File: config.mk
export PLATFORM = sky130hd
export DESIGN_NAME = logic_avalon_st_from_axi4_stream_flat
export DESIGN_NICKNAME = d
export VERILOG_FILES = /design/src/rtl/logic_avalon_st_from_axi4_stream_if.sv /design/src/rtl/logic_avalon_st_from_axi4_stream.sv /design/src/flat_wrapper.sv
export SDC_FILE = /design/constraint.sdc
export NUM_CORES = 1
export LEC_CHECK = 0
export CAP_MARGIN = 20
export CORE_UTILIZATION = 59
export CTS_CLUSTER_DIAMETER = 60
export DETAILED_ROUTE_END_ITERATION = 8
export DONT_BUFFER_PORTS = 1
export PLACE_DENSITY_LB_ADDON = 0.3
export SYNTH_ARGS = -nofsm -noshare
export SYNTH_HDL_FRONTEND = slang
export SYNTH_SLANG_ARGS = --single-unit
File: constraint.sdc
create_clock -name aclk -period 2.05 [get_ports aclk]
set_input_delay 0.3075 -clock aclk [delete_from_list [all_inputs] [get_ports aclk]]
set_output_delay 0.3075 -clock aclk [all_outputs]
set_load 0.01 [all_outputs]
File: src/rtl/logic_avalon_st_from_axi4_stream_if.sv
// ============================================================================
// Module  : axi4_stream_if / avalon_st_if
// Purpose : AXI4-Stream and Avalon-ST bundles used by the stream bridge.
// Revision: 1.0 - initial release
// ============================================================================
`default_nettype none

interface axi4_stream_if #(
  parameter int TDATA_BYTES = 1,
  parameter int TID_WIDTH   = 1,
  parameter int TDEST_WIDTH = 1,
  parameter int TUSER_WIDTH = 1
);
  logic                     tvalid;
  logic                     tready;
  logic [TDATA_BYTES*8-1:0] tdata;
  logic [TDATA_BYTES-1:0]   tstrb;
  logic [TDATA_BYTES-1:0]   tkeep;
  logic                     tlast;
  logic [TID_WIDTH-1:0]     tid;
  logic [TDEST_WIDTH-1:0]   tdest;
  logic [TUSER_WIDTH-1:0]   tuser;

  modport rx (input tvalid, tdata, tstrb, tkeep, tlast, tid, tdest, tuser, output tready);
  modport tx (output tvalid, tdata, tstrb, tkeep, tlast, tid, tdest, tuser, input tready);
endinterface

interface avalon_st_if #(
  parameter int DATA_BYTES    = 1,
  parameter int CHANNEL_WIDTH = 1,
  parameter int EMPTY_WIDTH   = 1
);
  logic                     valid;
  logic                     ready;
  logic [DATA_BYTES*8-1:0]  data;
  logic                     startofpacket;
  logic                     endofpacket;
  logic [EMPTY_WIDTH-1:0]   empty;
  logic [1:0]               error;
  logic [CHANNEL_WIDTH-1:0] channel;

  modport tx (output valid, data, startofpacket, endofpacket, empty, error, channel, input ready);
  modport rx (input valid, data, startofpacket, endofpacket, empty, error, channel, output ready);
endinterface

`default_nettype wire

File: src/rtl/logic_avalon_st_from_axi4_stream.sv
// ============================================================================
// Module  : logic_avalon_st_from_axi4_stream
// Purpose : AXI4-Stream to Avalon-ST bridge behind a registered 2-entry skid pipe.
// Revision: 1.0 - initial release
// ============================================================================
`default_nettype none

module logic_avalon_st_from_axi4_stream #(
  parameter int TDATA_BYTES                     = 1,
  parameter int TID_WIDTH                       = 1,
  parameter int TUSER_WIDTH                     = 1,
  parameter int CHANNEL_WIDTH                   = 1,
  parameter int EMPTY_WIDTH                     = (TDATA_BYTES < 2) ? 1 : $clog2(TDATA_BYTES),
  parameter int USE_TLAST                       = 1,
  parameter int USE_TKEEP                       = 1,
  parameter int FIRST_SYMBOL_IN_HIGH_ORDER_BITS = 1
) (
  input  logic      aclk,
  input  logic      areset_n,
  axi4_stream_if.rx rx,
  avalon_st_if.tx   tx
);

  localparam int DATA_W = TDATA_BYTES * 8;
  localparam int ZERO_W = $clog2(TDATA_BYTES + 1);

  typedef struct packed {
    logic [DATA_W-1:0]        data;
    logic                     sop;
    logic                     eop;
    logic [EMPTY_WIDTH-1:0]   empty;
    logic [1:0]               error;
    logic [CHANNEL_WIDTH-1:0] channel;
  } beat_t;

  logic                     out_valid_q, out_valid_d;
  logic                     skid_valid_q, skid_valid_d;
  logic                     in_packet_q, in_packet_d;
  beat_t                    out_beat_q, out_beat_d;
  beat_t                    skid_beat_q, skid_beat_d;
  beat_t                    in_beat;

  logic [TDATA_BYTES-1:0]   keep;
  logic [TDATA_BYTES-1:0]   keep_inc;
  logic [ZERO_W-1:0]        zero_bytes;
  logic [DATA_W-1:0]        mapped_data;
  logic [CHANNEL_WIDTH-1:0] channel;
  logic                     eff_last;
  logic                     contiguous;
  logic                     malformed;
  logic                     accept;
  logic                     drain;
  logic                     unused_ok;

  assign eff_last   = (USE_TLAST != 0) ? rx.tlast : 1'b1;
  assign keep       = (USE_TKEEP != 0) ? rx.tkeep : '1;
  // A valid keep is a run of ones from bit 0; adding one clears it completely.
  assign keep_inc   = keep + TDATA_BYTES'(1);
  assign contiguous = (keep != '0) && ((keep & keep_inc) == '0);
  assign malformed  = eff_last ? !contiguous : (keep != '1);

  generate
    for (genvar k = 0; k < TDATA_BYTES; k++) begin : g_byte_map
      localparam int SRC = (FIRST_SYMBOL_IN_HIGH_ORDER_BITS != 0) ? (TDATA_BYTES - 1 - k) : k;
      assign mapped_data[8*k +: 8] = rx.tdata[8*SRC +: 8];
    end
    if (CHANNEL_WIDTH <= TID_WIDTH) begin : g_chan_trunc
      assign channel = rx.tid[CHANNEL_WIDTH-1:0];
    end else begin : g_chan_ext
      assign channel = {{(CHANNEL_WIDTH - TID_WIDTH){1'b0}}, rx.tid};
    end
  endgenerate

  always_comb begin
    zero_bytes = '0;
    for (int i = 0; i < TDATA_BYTES; i++) begin
      if (!keep[i]) zero_bytes = zero_bytes + 1'b1;
    end
  end

  always_comb begin
    in_beat.data    = mapped_data;
    in_beat.sop     = !in_packet_q;
    in_beat.eop     = eff_last;
    in_beat.empty   = eff_last ? EMPTY_WIDTH'(zero_bytes) : '0;
    in_beat.error   = {malformed, rx.tuser[0]};
    in_beat.channel = channel;
  end

  assign accept = rx.tvalid && !skid_valid_q;
  assign drain  = out_valid_q && tx.ready;

  always_comb begin
    out_valid_d  = out_valid_q;
    out_beat_d   = out_beat_q;
    skid_valid_d = skid_valid_q;
    skid_beat_d  = skid_beat_q;
    in_packet_d  = in_packet_q;
    if (accept) in_packet_d = !eff_last;
    // The skid entry is only ever occupied while the output register is too.
    if (!out_valid_q || drain) begin
      out_valid_d  = skid_valid_q || accept;
      out_beat_d   = skid_valid_q ? skid_beat_q : in_beat;
      skid_valid_d = 1'b0;
    end else if (accept) begin
      skid_valid_d = 1'b1;
      skid_beat_d  = in_beat;
    end
  end

  always_ff @(posedge aclk or negedge areset_n) begin
    if (!areset_n) begin
      out_valid_q  <= 1'b0;
      skid_valid_q <= 1'b0;
      in_packet_q  <= 1'b0;
    end else begin
      out_valid_q  <= out_valid_d;
      skid_valid_q <= skid_valid_d;
      in_packet_q  <= in_packet_d;
    end
  end

  always_ff @(posedge aclk) begin
    out_beat_q  <= out_beat_d;
    skid_beat_q <= skid_beat_d;
  end

  assign rx.tready        = !skid_valid_q;
  assign tx.valid         = out_valid_q;
  assign tx.data          = out_beat_q.data;
  assign tx.startofpacket = out_beat_q.sop;
  assign tx.endofpacket   = out_beat_q.eop;
  assign tx.empty         = out_beat_q.empty;
  assign tx.error         = out_beat_q.error;
  assign tx.channel       = out_beat_q.channel;

  assign unused_ok = ^{rx.tstrb, rx.tdest, rx.tuser, rx.tid, rx.tlast, rx.tkeep};

endmodule

`default_nettype wire

File: src/flat_wrapper.sv
// flat-port wrapper written by rule: the top's interface ports become plain ports
module logic_avalon_st_from_axi4_stream_flat 
#(
  parameter int TDATA_BYTES                     = 1,
  parameter int TID_WIDTH                       = 1,
  parameter int TUSER_WIDTH                     = 1,
  parameter int CHANNEL_WIDTH                   = 1,
  parameter int EMPTY_WIDTH                     = (TDATA_BYTES < 2) ? 1 : $clog2(TDATA_BYTES),
  parameter int USE_TLAST                       = 1,
  parameter int USE_TKEEP                       = 1,
  parameter int FIRST_SYMBOL_IN_HIGH_ORDER_BITS = 1
)
  (aclk, areset_n, rx_tvalid, rx_tdata, rx_tstrb, rx_tkeep, rx_tlast, rx_tid, rx_tdest, rx_tuser, rx_tready, tx_valid, tx_data, tx_startofpacket, tx_endofpacket, tx_empty, tx_error, tx_channel, tx_ready);
  axi4_stream_if #(.TDATA_BYTES(TDATA_BYTES), .TID_WIDTH(TID_WIDTH), .TUSER_WIDTH(TUSER_WIDTH)) rx_i ();
  avalon_st_if #(.CHANNEL_WIDTH(CHANNEL_WIDTH), .EMPTY_WIDTH(EMPTY_WIDTH)) tx_i ();
  input  logic aclk;
  input  logic areset_n;
  input wire logic [$bits(rx_i.tvalid)-1:0] rx_tvalid;
  input wire logic [$bits(rx_i.tdata)-1:0] rx_tdata;
  input wire logic [$bits(rx_i.tstrb)-1:0] rx_tstrb;
  input wire logic [$bits(rx_i.tkeep)-1:0] rx_tkeep;
  input wire logic [$bits(rx_i.tlast)-1:0] rx_tlast;
  input wire logic [$bits(rx_i.tid)-1:0] rx_tid;
  input wire logic [$bits(rx_i.tdest)-1:0] rx_tdest;
  input wire logic [$bits(rx_i.tuser)-1:0] rx_tuser;
  output wire logic [$bits(rx_i.tready)-1:0] rx_tready;
  output wire logic [$bits(tx_i.valid)-1:0] tx_valid;
  output wire logic [$bits(tx_i.data)-1:0] tx_data;
  output wire logic [$bits(tx_i.startofpacket)-1:0] tx_startofpacket;
  output wire logic [$bits(tx_i.endofpacket)-1:0] tx_endofpacket;
  output wire logic [$bits(tx_i.empty)-1:0] tx_empty;
  output wire logic [$bits(tx_i.error)-1:0] tx_error;
  output wire logic [$bits(tx_i.channel)-1:0] tx_channel;
  input wire logic [$bits(tx_i.ready)-1:0] tx_ready;
  assign rx_i.tvalid = rx_tvalid;
  assign rx_i.tdata = rx_tdata;
  assign rx_i.tstrb = rx_tstrb;
  assign rx_i.tkeep = rx_tkeep;
  assign rx_i.tlast = rx_tlast;
  assign rx_i.tid = rx_tid;
  assign rx_i.tdest = rx_tdest;
  assign rx_i.tuser = rx_tuser;
  assign rx_tready = rx_i.tready;
  assign tx_valid = tx_i.valid;
  assign tx_data = tx_i.data;
  assign tx_startofpacket = tx_i.startofpacket;
  assign tx_endofpacket = tx_i.endofpacket;
  assign tx_empty = tx_i.empty;
  assign tx_error = tx_i.error;
  assign tx_channel = tx_i.channel;
  assign tx_i.ready = tx_ready;
  logic_avalon_st_from_axi4_stream #(.TDATA_BYTES(TDATA_BYTES), .TID_WIDTH(TID_WIDTH), .TUSER_WIDTH(TUSER_WIDTH), .CHANNEL_WIDTH(CHANNEL_WIDTH), .EMPTY_WIDTH(EMPTY_WIDTH), .USE_TLAST(USE_TLAST), .USE_TKEEP(USE_TKEEP), .FIRST_SYMBOL_IN_HIGH_ORDER_BITS(FIRST_SYMBOL_IN_HIGH_ORDER_BITS)) u_core (.aclk(aclk), .areset_n(areset_n), .rx(rx_i), .tx(tx_i));
endmodule
; After elaboration in Yosys (flattened, before gate mapping)
; Index checks and enable logic that the tools add are counted.
[word_totals]
rom_bits = 0
word_cells = 38
out_inout_bits = 16
register_bits = 31
inputBits = 18
latch_bits = 0
mem_bits_rw = 0
mem_count = 0
[op_classes]
order_cmp = 0
add_sub_neg = 1
n_mux = 6
div_mod_pow = 0
n_bitwise = 4
shifts = 0
mul = 0
eq_ne = 0
n_reduce_logical = 12
[op_table]
columns = op, n
row1 = 14-bit two-way mux, 1
row2 = 1-bit zero test, 5
row3 = 1-bit two-way mux, 5
row4 = 1-bit logical AND, 3
row5 = 1-bit NOT, 3
row6 = 1-bit logical OR, 2
row7 = 2-bit AND reduction, 1
row8 = 2-bit nonzero test, 1
row9 = "1-bit adder, second input constant", 1
row10 = 1-bit bitwise AND, 1

; Longest topological paths before layout
; Gate-level depths: netlist of the first run.
[logic_depth]
ltp_word = 7
ltp_mapped = 4
ltp_nobuf = 2

; Worst setup path before layout of the first run
; Ideal clock, no wire load.
[synth_path]
kind = register to register
start = reg u_core.out_valid_q (netlist: u_core.tx.valid)
end = reg u_core.skid_beat_q[0] (netlist name) (enable)
arrival_ns = 1.486
t_required_ns = 1.664
setup_time_ns = 0.386
stages_incl_launch_ff = 3
slack_ns = 0.178
cell_sequence = dfrtp_1 nand2b_1 nor2b_1
[synth_via]
elab_chain_cells = 4
[synth_lines]
columns = item, line_no
row1 = start: declaration, logic_avalon_st_from_axi4_stream.sv:36  ; logic out_valid_q, out_valid_d;
row2 = start signal: assignment, logic_avalon_st_from_axi4_stream.sv:117  ; out_valid_q <= out_valid_d;
row3 = 1-bit zero test or 1-bit logical AND (tied branches), "logic_avalon_st_from_axi4_stream.sv:101, logic_avalon_st_from_axi4_stream.sv:91"
row4 = 1-bit logical OR (*), logic_avalon_st_from_axi4_stream.sv:101  ; if (!out_valid_q || drain) begin
row5 = 1-bit NOT (no source line) (*), --
row6 = 2-bit AND reduction (no source line) (*), --
row7 = end signal: assignment, logic_avalon_st_from_axi4_stream.sv:125  ; skid_beat_q <= skid_beat_d;
row8 = end: declaration, logic_avalon_st_from_axi4_stream.sv:40  ; beat_t skid_beat_q, skid_beat_d;
; Every way passes the cells marked *; elsewhere a longest branch is shown, timed or not.
; A chain may end at the register's enable or synchronous reset.

; Worst setup path after layout of the first run
[layout_path]
start = reg u_core.skid_valid_q
end = reg u_core.skid_beat_q[13] (netlist name) (enable)
[layout_via]
elab_chain_cells = 3
[layout_lines]
columns = item, line_no
row1 = start: declaration, logic_avalon_st_from_axi4_stream.sv:37  ; logic skid_valid_q, skid_valid_d;
row2 = start signal: assignment, logic_avalon_st_from_axi4_stream.sv:118  ; skid_valid_q <= skid_valid_d;
row3 = 1-bit zero test, logic_avalon_st_from_axi4_stream.sv:90  ; assign accept = rx.tvalid && !skid_valid_q;
row4 = 1-bit logical AND, logic_avalon_st_from_axi4_stream.sv:90
row5 = 2-bit AND reduction (no source line), --
; Every way passes these cells.

==> out/qor.csv, run 1 <==
stage,metric,value,unit
pwr,power_switching_share,21.0,%
clocking,cts_setup_buffers,0,
place,io_buffers,0,
route,drtPass1Iterations,3,
critical_path,end_kind,flip-flop,
sta,finalCriticalPeriod,1.44,ns
route,drt_iter0_markers,5,
floorplan,start_util,65.5,%
sta,slew_headroom,77.9,%
global_routing,grt_pass1_wl,2250,um
yosys,synth_nets,78,
sta,hold_violations,0,
route,routed_via_density,5.47,
clocking,postCtsHoldBufs,1,
global_routing,grt-busiest-layer,met2,
yosys,yosysSeqAreaShare,78.5,%
floorplan,io_pins,34,
global_routing,grt_pass1_vias,511,
yosys,ys_warn_count,0,
finish,area_delta_synth_final,8.36,%
floorplan,die_h,46.5,um
place,dp_slack,0.615,ns
finish,multi_input_area,218,sq um
critical_path,slowest_stage,dfrtp_1,
finish,fin_util,70.9,%
sta,worst_slack,0.614,ns
pwr,pwr_density_cell,924,nW/um^2
pwr,p_leak,0.459,nW
finish,nNetsFinal,88,
clocking,cts_resized,0,
critical_path,startpoint_type,flip-flop,
clocking,cts.path.max_buffers,2,
global_routing,track_usage,17.4,%
yosys,synth_seq_cells,31,
route,dr_total_vias,525,
global_routing,use_met2,25.6,%
yosys,synth_edf_count,28,
clocking,clock_sinks,31,
sta,setup_viol,0,
critical_path,crit_fanout,9,
clocking,cts_tree,done,
outcome,outcome,finished clean,
sta,fmax,696,MHz
pwr,power_switching,0.000245,W
run,maxCapViolCount,0,
critical_path,crit_type,reg2reg,
pwr,p_comb_share,6.5,%
sta,tightest_slew,0.331,ns
clocking,clkTransAtPathRegs,0.08,ns
critical_path,cp_num_buf_inv,1,
floorplan,die-area,2160,sq um
critical_path,cp.required,2.08,ns
route,wire_per_inst,15.5,um
critical_path,arrival,1.46,ns
sta,fin_setup_tns,0,ns
yosys,async_flop_share,9.68,%
critical_path,cp_top_family,flip-flops,
yosys,avgSynthCellArea,19.5,sq um
yosys,synth_commonest_cells,"edfxtp_1 (28), mux2_2 (6), mux2_4 (5)",
finish,seq_area,916,sq um
global_routing,met3_usage,7.45,%
sta,period_share,70.0,%
place,place_congestion,0.616,
yosys,netlist_area,1170,sq um
floorplan,die_w,46.5,um
yosys,netlist-cell-type-count,13,
floorplan,rows,15,
min_path,min_path_type,in2reg,
global_routing,antenna_found_initial,0,
finish,drive_gt1_share,28.2,%
critical_path,cp_slowest_stage_delay,0.50,ns
route,drtAntennaViolNets,0,
global_routing,grt-ovfl-total,0,
route,drc,0,
yosys,syn_inst,60,
critical_path,critPathMostFrequentCell,nor2b_1,
route,totalWireLength,1490,um
floorplan,core,1780,sq um
pwr,pwr-share-clk,26.7,%
yosys,ys.flop_type,edfxtp_1,
yosys,synth_area_leader_cell,edfxtp_1,
clocking,cts-root-buf,clkbuf_4,
yosys,synth_top_area_share,72.0,%
sta,finClkSkew,0.00559,ns
yosys,synth.most_common_cell,edfxtp_1,
critical_path,path_cells,nor2b_1 > nor2b_1 > buf_4,
clocking,clock_latency,0.32,ns
clocking,cts-buffers-inserted,5,
yosys,synth_area_leaders,"edfxtp_1 (72%), dfrtp_1 (6.4%), mux2_4 (6.4%)",
global_routing,grt_use_met1,18.5,%
place,dpl.hpwl,1060,um
global_routing,grt_start_max_net_pins,17,
sta,rsz0062_at_grt,false,
finish,num-fill-cells,117,
pwr,seqPwrFrac,66.8,%
sta,slew_violations,0,
pwr,vdd_drop_max,0.739,mV
clocking,h-tree-depth,2,
finish,diodes,0,
pwr,cell_internal_pwr,0.000924,W
## flip-flops by register name (all words and copies together), names as in the netlist
| name | flops |
|---|---|
| u_core.skid_beat_q | 14 |
| u_core.tx.data | 8 |
| u_core.tx.error | 2 |
| u_core.in_packet_q | 1 |
| u_core.skid_valid_q | 1 |
| u_core.tx.channel | 1 |
| u_core.tx.empty | 1 |
| u_core.tx.endofpacket | 1 |
| u_core.tx.startofpacket | 1 |
| u_core.tx.valid | 1 |
## cells by family (layout without fill, tap and decap cells)
kind of cell           count (synthesis)  after routing  share of synthesized area, %
buffers and inverters                  5             16                          2.89
DFF                                   31             31                          78.5
muxes                                 13             13                          14.0
AOI/OAI and AO/OA                      2              2                         0.857
and+or+nand+nor                        9              9                          3.75
## layout by cell type (no fill, tap or decap)
cell           instances
buf_4                  4
clkbuf_1               3
clkbuf_4               5
dfrtp_1                3
dlygate4sd3_1          1
edfxtp_1              28
inv_1                  3
mux2_1                 1
mux2_2                 6
mux2_4                 5
mux2i_1                1
nand2_1                3
nand2b_1               1
nor2_1                 2
nor2b_1                3
o21ai_0                2
## through the flow
| step | instances | hold slack, ns | power (W) | cell area (sq um) |
|---|---|---|---|---|
| after CTS | 96 | 0.0608 | 0.00118 | 1260 |
| final | 96 | 0.0757 | 0.00117 | 1260 |
| after floorplan | 60 | 0.0119 | 0.000854 | 1170 |
| after global placement | 87 | 0.0120 | 0.000867 | 1210 |
| after detailed placement | 87 | 0.0120 | 0.000872 | 1210 |
| after global routing | 96 | 0.0569 | 0.00121 | 1260 |
## power groups by stage
stage,logic [W],clock network (W),registers [W]
3_5_place_dp,0.0000751,0,0.000797
5_1_grt,0.0000843,0.000338,0.000787
3_3_place_gp,0.0000720,0,0.000795
2_1_floorplan,0.0000657,0,0.000788
6_report,0.0000761,0.000312,0.000781
4_1_cts,0.0000779,0.000324,0.000783
## final cells by class
type | count | share of cell area [%]
Clock buffer | 8 | 3.86
Inverter | 3 | 0.890
Multi-Input combinational cell | 24 | 17.2
Sequential cell | 31 | 72.4
Tap cell | 25 | 2.47
Timing Repair Buffer | 5 | 3.17
## final timing paths
path	startpoint	to	slack, ns	depth (start not counted)
max	u_core.skid_valid_q	u_core.skid_beat_q[13]	0.61	3
min	rx_tdata[2]	u_core.skid_beat_q[8]	0.08	0
min reg2reg	u_core.skid_beat_q[5]	u_core.tx.startofpacket	0.54	2
max in group asynchronous	areset_n	u_core.skid_valid_q	1.68	1
min in group asynchronous	areset_n	u_core.tx.valid	0.23	1
max reg2reg	u_core.skid_valid_q	u_core.skid_beat_q[13]	0.61	3
## layer usage
| metal | routed length (um) | share of wire (%) | vias to the layer above |
|---|---|---|---|
| met4 | 54 | 3.6 | 0 |
| li1 | - | - | 243 |
| met3 | 100 | 6.7 | 7 |
| met5 | 0 | 0 | - |
| met1 | 595 | 40 | 250 |
| met2 | 738 | 50 | 25 |
Power figures use the tool's default switching activity.
==> run 2, diff against run 1 <==
--- a/config.mk
+++ b/config.mk
@@ -5,6 +5,7 @@
 export SDC_FILE = /design/constraint.sdc
 export NUM_CORES = 1
 export LEC_CHECK = 0
+export ABC_AREA = 1
 export CAP_MARGIN = 20
 export CORE_UTILIZATION = 59
 export CTS_CLUSTER_DIAMETER = 60
==> constraint.sdc (replaced) <==
create_clock -name aclk -period 1.35 [get_ports aclk]
set_input_delay 0.2025 -clock aclk [delete_from_list [all_inputs] [get_ports aclk]]
set_output_delay 0.2025 -clock aclk [all_outputs]
set_load 0.01 [all_outputs]
==> run 2 against run 1 <==
  * Clock power rose by 60%
  * Utilization rose by 5.7 points
  * Synthesized cell count rose by 47%
  * Via count rose by 33%
  * Setup slack got worse by 0.55 ns
  * Area after synthesis rose by 0.54%
  * Global-route usage rose by 6.7 points
  * Highest routed layer unchanged
==> out/qor.csv, run 2 <==
stage,metric,value,unit,change
yosys,syn_inst,88,,was 60
route,drc,0,,unchanged
global_routing,grt_pass1_vias,717,,was 511
yosys,avgSynthCellArea,13.3,sq um,was 19.5 sq um
sta,rsz0062_at_grt,false,,unchanged
yosys,async_flop_share,9.68,%,unchanged
clocking,cts-buffers-inserted,5,,unchanged
yosys,synth.most_common_cell,nand2_1,,was edfxtp_1
clocking,cts_tree,done,,unchanged
clocking,clkTransAtPathRegs,0.09,ns,was 0.08 ns
clocking,h-tree-depth,2,,unchanged
place,dpl.cell_count,113,,was 87
floorplan,die_w,46.6,um,was 46.5 um
place,io_buffers,0,,unchanged
min_path,min_path_type,in2reg,,unchanged
yosys,netlist-cell-type-count,11,,was 13
run,maxCapViolCount,0,,unchanged
critical_path,startpoint_type,flip-flop,,unchanged
clocking,clock_sinks,31,,unchanged
sta,tightest_slew,0.411,ns,was 0.331 ns
sta,fmax,775,MHz,was 696 MHz
yosys,ys.flop_type,edfxtp_1,,unchanged
sta,fin_setup_tns,0,ns,unchanged
yosys,synth_top_area_share,71.6,%,was 72.0%
route,drt_iter0_markers,6,,was 5
route,drtPass1Iterations,4,,was 3
yosys,synth_nets,106,,was 78
sta,finalCriticalPeriod,1.29,ns,was 1.44 ns
floorplan,die_h,46.6,um,was 46.5 um
clocking,cts_resized,0,,unchanged
yosys,synth_area_leader_cell,edfxtp_1,,unchanged
critical_path,cp.required,1.32,ns,was 2.08 ns
critical_path,crit_type,reg2reg,,unchanged
clocking,clock_latency,0.32,ns,about the same
clocking,cts_setup_buffers,0,,unchanged
pwr,pwr_density_cell,1330,nW/um^2,was 924 nW/um^2
route,routed_via_density,5.22,,was 5.47
place,place_area,1200,sq um,was 1210 sq um
yosys,synth_commonest_cells,"nand2_1 (37), edfxtp_1 (28), inv_1 (4), nor2_1 (4)",,"was edfxtp_1 (28), mux2_2 (6), mux2_4 (5)"
yosys,yosysSeqAreaShare,78.0,%,was 78.5%
floorplan,start_util,65.1,%,was 65.5%
pwr,p_leak,0.556,nW,was 0.459 nW
finish,nNetsFinal,126,,was 88
yosys,ys_warn_count,0,,unchanged
place,dpl.hpwl,1160,um,was 1060 um
floorplan,io_pins,34,,unchanged
global_routing,grt_start_max_net_pins,19,,was 17
floorplan,rows,15,,unchanged
pwr,total_power,0.00184,W,was 0.00117 W
finish,largest_reg_flops,14,,unchanged
clocking,cts-root-buf,clkbuf_4,,unchanged
finish,stdcell_area,1380,sq um,was 1260 sq um
sta,setup_viol,0,,unchanged
critical_path,end_kind,flip-flop,,unchanged
route,totalWireLength,2040,um,was 1490 um
global_routing,grt_pass1_wl,3190,um,was 2250 um
finish,stdcell_count,134,,was 96
global_routing,antenna_found_initial,0,,unchanged
sta,hold_violations,0,,unchanged
route,dr_total_vias,699,,was 525
yosys,synth_edf_count,28,,unchanged
finish,final_cell_mix,"nand2_1 (36), edfxtp_1 (28), dlygate4sd3_1 (13)",,"was edfxtp_1 (28), mux2_2 (6), mux2_4 (5), clkbuf_4 (5), buf_4 (4)"
sta,finClkSkew,0.0114,ns,was 0.00559 ns
critical_path,crit_fanout,14,,was 9
finish,drive_gt1_share,13.8,%,was 28.2%
floorplan,die-area,2170,sq um,was 2160 sq um
sta,period_share,95.5,%,was 70.0%
finish,area_delta_synth_final,17.7,%,was 8.36%
global_routing,grt-ovfl-total,0,,unchanged
sta,slew_headroom,72.6,%,was 77.9%
yosys,netlist_area,1170,sq um,about the same
global_routing,track_usage,24.1,%,was 17.4%
yosys,synth_area_leaders,"edfxtp_1 (72%), nand2_1 (12%), dfrtp_1 (6.4%)",,"was edfxtp_1 (72%), dfrtp_1 (6.4%), mux2_4 (6.4%)"
pwr,vdd_drop_max,0.992,mV,was 0.739 mV
finish,final_common_cell,nand2_1,,was edfxtp_1
floorplan,core,1800,sq um,was 1780 sq um
sta,hold_ws,0.0380,ns,was 0.0757 ns
finish,num-fill-cells,115,,was 117
yosys,synth_seq_cells,31,,unchanged
critical_path,arrival,1.26,ns,was 1.46 ns
place,place_congestion,0.662,,was 0.616
clocking,cts.path.max_buffers,2,,unchanged
sta,slew_violations,0,,unchanged
finish,diodes,0,,unchanged
outcome,outcome,finished clean,,unchanged
finish,top_register,u_core.skid_beat_q,,unchanged
route,drtAntennaViolNets,0,,unchanged
route,wire_per_inst,15.2,um,was 15.5 um
-- run 2: changes by cell type after synthesis, moves of 2 or more --
cell / previous run / this run
mux2_4: 5 / 0
mux2_2: 6 / 0
nor2_1: 2 / 4
nor2b_1: 3 / 0
nand2_1: 3 / 37
nand2_2: 0 / 3
nand3_1: 0 / 2
-- run 2: layout make-up --
class                   instances  area (sq um)  area share, %
clock buffers                   7          45.0           3.26
clock inverters                 1          5.00          0.362
inverters                       5          23.8           1.72
multi-input cells              49           208           15.0
flip-flops and latches         31           916           66.3
well taps                      25          31.3           2.26
repair buffers                 16           153           11.1
-- run 2: through the flow --
step	util, %	setup slack (ns)
after global routing	76.7	0.00950
after CTS	76.7	0.0277
after global placement	66.7	0.102
final	76.7	0.0601
after floorplan	-	0.0855
after detailed placement	66.7	0.0510
-- run 2: report_power, final --
group | internal (W) | total, W | switching [W] | leakage, nW
registers | 0.00114 | 0.00119 | 0.0000525 | 0.306
clock network | 0.000203 | 0.000499 | 0.000296 | 0.0293
logic | 0.0000610 | 0.000151 | 0.0000905 | 0.221
total | 0.00140 | 0.00184 | 0.000439 | 0.556
-- run 2: kinds of logic after synthesis --
family / Yosys count / synth area share (%)
simple gates: 46 / 15.6
compound gates: 3 / 1.28
flops: 31 / 78.0
buf+inv: 8 / 5.12
-- run 2: critical path, stage by stage, from the launching register on --
cell	delay [ns]
dfrtp_1	0.44
inv_6	0.07
nand2_1	0.09
nor2_4	0.35
-- run 2: final timing paths --
kind	startpoint	endpoint	slack, ns	cells after the start
worst max-delay path	u_core.skid_valid_q	u_core.skid_beat_q[8]	0.06	3
worst min-delay path	rx_tvalid	u_core.in_packet_q	0.04	2
worst max register to register	u_core.skid_valid_q	u_core.skid_beat_q[8]	0.06	3
worst min register to register	u_core.skid_beat_q[3]	u_core.tx.empty	0.52	2
max in group asynchronous	areset_n	u_core.in_packet_q	1.08	1
min in group asynchronous	areset_n	u_core.skid_valid_q	0.13	1
-- run 2: timing repair --
action                                  in CTS  in global routing
hold buffers                                13                  0
endpoints found under the setup margin       0                 14
endpoints found under the hold margin       15                  0
-- run 2: per-layer routing --
metal	GRT usage, %	wire, um	vias to the layer above
met5	0	0	-
met3	7.84	127	5
met4	15.9	41	0
li1	-	-	331
met2	38.9	1050	31
met1	26.8	823	332
